$ cat src/rtl/rcv_bit_decoder.sv
// rcv_bit_decoder: USB receive bit recovery.
// Re-aligns its sampling phase on every line edge and samples once per bit period.
// It NRZI-decodes each sampled level and drops stuffed bits.
// Each recovered data bit is presented as a one-cycle bit_valid strobe.
// A missing stuff bit is reported as a one-cycle stuff_err strobe.
module rcv_bit_decoder #(
  parameter int CLKS_PER_BIT = 8,
  parameter int SAMPLE_POINT = 3,
  parameter int STUFF_LEN    = 6
) (
  input  logic clk,
  input  logic rst,
  input  logic enable,
  input  logic d_plus,
  input  logic d_edge,
  output logic bit_out,
  output logic bit_valid,
  output logic stuff_err
);

  localparam int PHASE_W = $clog2(CLKS_PER_BIT);
  localparam int CNT_W   = $clog2(STUFF_LEN + 1);

  localparam logic [PHASE_W-1:0] PHASE_LAST   = PHASE_W'(CLKS_PER_BIT - 1);
  localparam logic [PHASE_W-1:0] PHASE_SAMPLE = PHASE_W'(SAMPLE_POINT);
  localparam logic [CNT_W-1:0]   CNT_LIMIT    = CNT_W'(STUFF_LEN);

  // Registered state
  logic [PHASE_W-1:0] r_phase;
  logic               r_prev_level;
  logic [CNT_W-1:0]   r_ones_cnt;
  logic               r_bit_out;
  logic               r_bit_valid;
  logic               r_stuff_err;

  // Next-state values
  logic [PHASE_W-1:0] w_phase_next;
  logic               w_prev_level_next;
  logic [CNT_W-1:0]   w_ones_cnt_next;
  logic               w_bit_out_next;
  logic               w_bit_valid_next;
  logic               w_stuff_err_next;

  // Decode helpers
  logic w_sample;
  logic w_decoded;
  logic w_stuff_due;

  // A sample happens only on the sample phase, and only if no edge arrives in the same cycle.
  // An edge in that cycle means the bit boundary moved, so the old phase is not trusted.
  assign w_sample    = enable && (r_phase == PHASE_SAMPLE) && !d_edge;
  // In NRZI, an unchanged level means 1 and a level transition means 0.
  assign w_decoded   = (d_plus == r_prev_level);
  // After STUFF_LEN consecutive 1s, the next sampled bit must be a stuff bit.
  assign w_stuff_due = (r_ones_cnt >= CNT_LIMIT);

  // Next-state logic: phase tracking, NRZI decode and bit unstuffing
  always_comb begin
    w_phase_next      = r_phase;
    w_prev_level_next = r_prev_level;
    w_ones_cnt_next   = r_ones_cnt;
    w_bit_out_next    = r_bit_out;
    w_bit_valid_next  = 1'b0;
    w_stuff_err_next  = 1'b0;

    if (!enable) begin
      // Outside the receive window, everything returns to idle except the last data bit.
      w_phase_next      = '0;
      w_prev_level_next = 1'b1;
      w_ones_cnt_next   = '0;
    end else begin
      if (d_edge) begin
        w_phase_next = '0;
      end else if (r_phase == PHASE_LAST) begin
        w_phase_next = '0;
      end else begin
        w_phase_next = r_phase + 1'b1;
      end

      if (w_sample) begin
        w_prev_level_next = d_plus;
        if (!w_stuff_due) begin
          w_bit_valid_next = 1'b1;
          w_bit_out_next   = w_decoded;
          w_ones_cnt_next  = w_decoded ? (r_ones_cnt + 1'b1) : '0;
        end else begin
          // The expected stuff bit is consumed here.
          // A 1 in its place means the transmitter broke the stuffing rule.
          w_stuff_err_next = w_decoded;
          w_ones_cnt_next  = '0;
        end
      end
    end
  end

  // State and output registers with synchronous reset
  always_ff @(posedge clk) begin
    if (rst) begin
      r_phase      <= '0;
      r_prev_level <= 1'b1;
      r_ones_cnt   <= '0;
      r_bit_out    <= 1'b0;
      r_bit_valid  <= 1'b0;
      r_stuff_err  <= 1'b0;
    end else begin
      r_phase      <= w_phase_next;
      r_prev_level <= w_prev_level_next;
      r_ones_cnt   <= w_ones_cnt_next;
      r_bit_out    <= w_bit_out_next;
      r_bit_valid  <= w_bit_valid_next;
      r_stuff_err  <= w_stuff_err_next;
    end
  end

  assign bit_out   = r_bit_out;
  assign bit_valid = r_bit_valid;
  assign stuff_err = r_stuff_err;

endmodule
$ cat config.mk
export PLATFORM = sky130hd
export DESIGN_NAME = rcv_bit_decoder
export DESIGN_NICKNAME = d
export VERILOG_FILES = /design/src/rtl/rcv_bit_decoder.sv
export SDC_FILE = /design/constraint.sdc
export NUM_CORES = 1
export LEC_CHECK = 0
export ABC_AREA = 1
export CAP_MARGIN = 15
export CORE_AREA = 2 2 40 42
export DETAILED_ROUTE_END_ITERATION = 7
export DIE_AREA = 0 0 42 44
export GPL_ROUTABILITY_DRIVEN = 0
export PLACE_DENSITY = 0.63
export SLEW_MARGIN = 20
export SYNTH_ARGS = -nofsm -noshare
export SYNTH_HDL_FRONTEND = slang
export SYNTH_SLANG_ARGS = --single-unit
$ cat constraint.sdc
create_clock -name clk -period 1.6 [get_ports clk]
set_input_delay 0.48 -clock clk [delete_from_list [all_inputs] [get_ports clk]]
set_output_delay 0.48 -clock clk [all_outputs]
set_load 0.01 [all_outputs]
==> impl.org <==
** Outcome
- Result of the run :: complete, no violations

** STA
- Headroom to the max-slew limit came out at 83.98%.
- Number of endpoints with negative hold slack in the final report :: 0
- The routed design could run at a clock period as short as 1.324 ns.
- Setup slack closes at 0.2763 ns.
- For the pin with the worst max-slew slack, the measured transition is 0.2391 ns.
- The max-slew violation count is 0.
- Setup total negative slack :: 0 ns
- RSZ-0062 raised after global routing :: false
- Period utilization :: 82.73%
- Between clock sinks in the finished design, the worst skew comes to 0.008141 ns.
- Setup violations remaining at the end of the flow were counted as 0.
- Achievable Freq :: 755.5 MHz

** Worst setup path
- The signal on the critical path passes through dlygate4sd2_1.
- Crit-path max cell delay :: 0.32 ns
- Slowest-stage cell, CP :: sky130_fd_sc_hd__dfxtp_1
- For the worst setup path, the data arrival time is 0.84 ns.
- STA classifies the critical path startpoint as a register.
- On the critical path the largest part of the delay comes from flip-flops.
- Worst Path Buf+Inv :: 1
- Kind of end point of the critical path :: output pin
- At the worst endpoint, the required time is 1.12 ns.
- Type of the worst setup path :: register to output pin
- Of all nets on the critical path, the largest fanout is 2.

** Global route
- Maximum number of pins on one net before global-route repair :: 7
- Global routing usage summed across all routing layers :: 10.09%
- Number of antenna violations at the first check in global routing :: 0
- For this run the aggregate overflow at the end of global routing stands at 0.
- The first global-routing pass estimated 1338 um of wire.
- The via count of the first global-routing pass came to 343.

** Placement
- Worst Setup Slack post-DPL :: 0.03354 ns
- Placed wire-length estimate :: 596.9 um
- I/O Buffers :: 7
- Placed Area :: 556.8 sq um

** Route
- Routed wire length :: 735 um
- DRC violation count after routing :: 0
- For this block, the initial DRC count from the detailed router was 6.
- Number of vias per cell :: 4.588
- The routed layout has 367 vias.
- Wire per inst :: 9.188 um
- Antenna Violating Nets Remaining :: 0
- For this run, the detailed router's first-pass iteration total came to 2.

** CTS
- Post CTS Setup Buffer Count :: 0
- Clock-pin slew was measured on the worst setup and hold paths at 0.07 ns.
- Clock buffers created by TritonCTS :: 3
- CTS tree :: done
- Number of sinks on the clock net :: 10
- Total number of H-tree levels :: 1
- CTS placed an instance of sky130_fd_sc_hd__clkbuf_4 at the clock tree root.
- Buffers from clock root to sink, at most :: 2
- Clock latency on the worst-skew pair, taken at its later pin, is 0.26 ns.

** Synthesis
- Post-Synthesis Net Count :: 63
- Mapped Avg Cell Area :: 8.643 sq um
- Top cell types by occurrence after synthesis :: 10 x sky130_fd_sc_hd__dfxtp_1, 9 x sky130_fd_sc_hd__nand2_1, 8 x sky130_fd_sc_hd__inv_1
- Counting flops and latches in the post-synthesis netlist gives 10.
- Most frequently used cell type in the post-synthesis netlist :: sky130_fd_sc_hd__dfxtp_1
- Counting flops with a built-in enable in the synthesized netlist gives 0.
- Count of unique library cells instantiated by Yosys :: 15
- Of the synthesized area, sequential elements account for 42.90%.
- Area share of the leading cell type in the synthesized netlist :: 42.90%
- Summing every instance area after synthesis gives 466.7 sq um.
- Synthesis warning total :: 0
- Most used DFF post-synth :: sky130_fd_sc_hd__dfxtp_1
- Share of flip-flops with an asynchronous set or reset :: 0%
- Synthesis handed over a netlist of 54 instances.
- Ranking of synthesized cells by area :: sky130_fd_sc_hd__dfxtp_1 43%, sky130_fd_sc_hd__ha_1 11%, sky130_fd_sc_hd__nand2_1 7.2%, sky130_fd_sc_hd__inv_1 6.4%, sky130_fd_sc_hd__nor2_1 5.6%
- Largest area contributor in the synthesized netlist :: sky130_fd_sc_hd__dfxtp_1

** Worst hold path
- Type of the tightest min-delay check :: register to register

** Run
- Maximum Capacitance Violations :: 0

** Power and ir drop
- Worst vdd ir :: 0.0004784 V
- For this design the ratio of total power to cell area is 763.8 mW/mm^2.
- For this design the static power due to leakage is 0.0002934 uW.

** Final layout
- Final-layout fill cell count :: 151
- After routing the design area is 583.1 sq um.
- Count of nets after finishing :: 75
- Synth-to-layout area growth :: 24.93%
- Diode insertion count for antenna repair :: 0
- Of the cells placed in the final design, the portion with a size suffix greater than 1 is 18.75%.

** Die
- Core outline area :: 0.001419 sq mm
- The die covers 0.001848 sq mm.
- The initial utilization of the core area, before any placement, comes to 32.89%.
- In this run the vertical extent of the chip is 44 um.
- Boundary pin count :: 8
- Die X :: 42 um
- The floorplan has 14 rows.
[per-stage QoR]
step / total power, uW / hold slack [ns] / util, % / std cells
detailed placement: 284.1 / 0.4163 / 39.24 / 77
global placement: 283.8 / 0.4143 / 39.24 / 77
finish: 445.4 / 0.4247 / 41.09 / 80
CTS: 450.7 / 0.4256 / 40.74 / 80
global route: 470.0 / 0.4556 / 41.09 / 80
floorplan: 268.4 / 0.3990 / - / 54
[per-layer routing]
layer / part of all wire [%] / track usage, %
met5: 0 / 0
met3: 4.6 / 2.500
met4: 3.5 / 7.742
met2: 49 / 16.56
met1: 43 / 11.28
[cell families after synthesis]
kind of cell,count (synthesis),synth area share (%)
buf+inv,9,7.238
compound gates,5,6.165
flops,10,42.90
simple gates,25,29.49
fa+ha+maj,4,10.72
xor+xnor,1,3.486
[sequential cells by signal, summed over array words and instances (netlist names)]
signal and count:
r_ones_cnt 3, r_phase 3, stuff_err 1, r_prev_level 1
bit_valid 1, bit_out 1
[cells in the final DEF (no fill, tap or decap), types with 2 or more instances in the layout]
| master | synthesis | final |
|---|---|---|
| sky130_fd_sc_hd__nor2_4 | 2 | 2 |
| sky130_fd_sc_hd__dlymetal6s2s_1 | 0 | 2 |
| sky130_fd_sc_hd__nand2_2 | 2 | 2 |
| sky130_fd_sc_hd__nand3_1 | 3 | 3 |
| sky130_fd_sc_hd__nor2_1 | 7 | 7 |
| sky130_fd_sc_hd__inv_1 | 8 | 8 |
| sky130_fd_sc_hd__nand2_1 | 9 | 9 |
| sky130_fd_sc_hd__clkdlybuf4s50_1 | 0 | 4 |
| sky130_fd_sc_hd__a21oi_1 | 3 | 3 |
| sky130_fd_sc_hd__clkbuf_4 | 0 | 3 |
| sky130_fd_sc_hd__ha_1 | 4 | 4 |
| sky130_fd_sc_hd__dfxtp_1 | 10 | 10 |
[final timing paths]
| check | from | endpoint | slack, ns | depth (start not counted) |
|---|---|---|---|---|
| max | bit_out | bit_out | 0.28 | 1 |
| min | r_phase[0] | r_phase[0] | 0.42 | 1 |
| max reg2reg | r_phase[0] | bit_out | 0.30 | 7 |
| min reg2reg | r_phase[0] | r_phase[0] | 0.42 | 1 |
[cell type report]
| cell class | instances | area, sq um | area share, % |
|---|---|---|---|
| Timing Repair Buffer | 7 | 73.82 | 12.66 |
| Clock buffer | 3 | 22.52 | 3.863 |
| Tap cell | 16 | 20.02 | 3.433 |
| Inverter | 9 | 33.78 | 5.794 |
| Multi-Input combinational cell | 35 | 232.7 | 39.91 |
| Sequential cell | 10 | 200.2 | 34.33 |
[power breakdown]
part           internal, uW  switching [uW]
Combinational          13.7            13.4
Sequential              250           0.612
Clock                  86.6            80.8
[what timing repair did]
action,in CTS,in global routing
hold buffers,0,0
hold endpoints to repair,0,0
endpoints found under the setup margin,1,2
resized for setup,1,2
(Power assumes the default switching activity.)
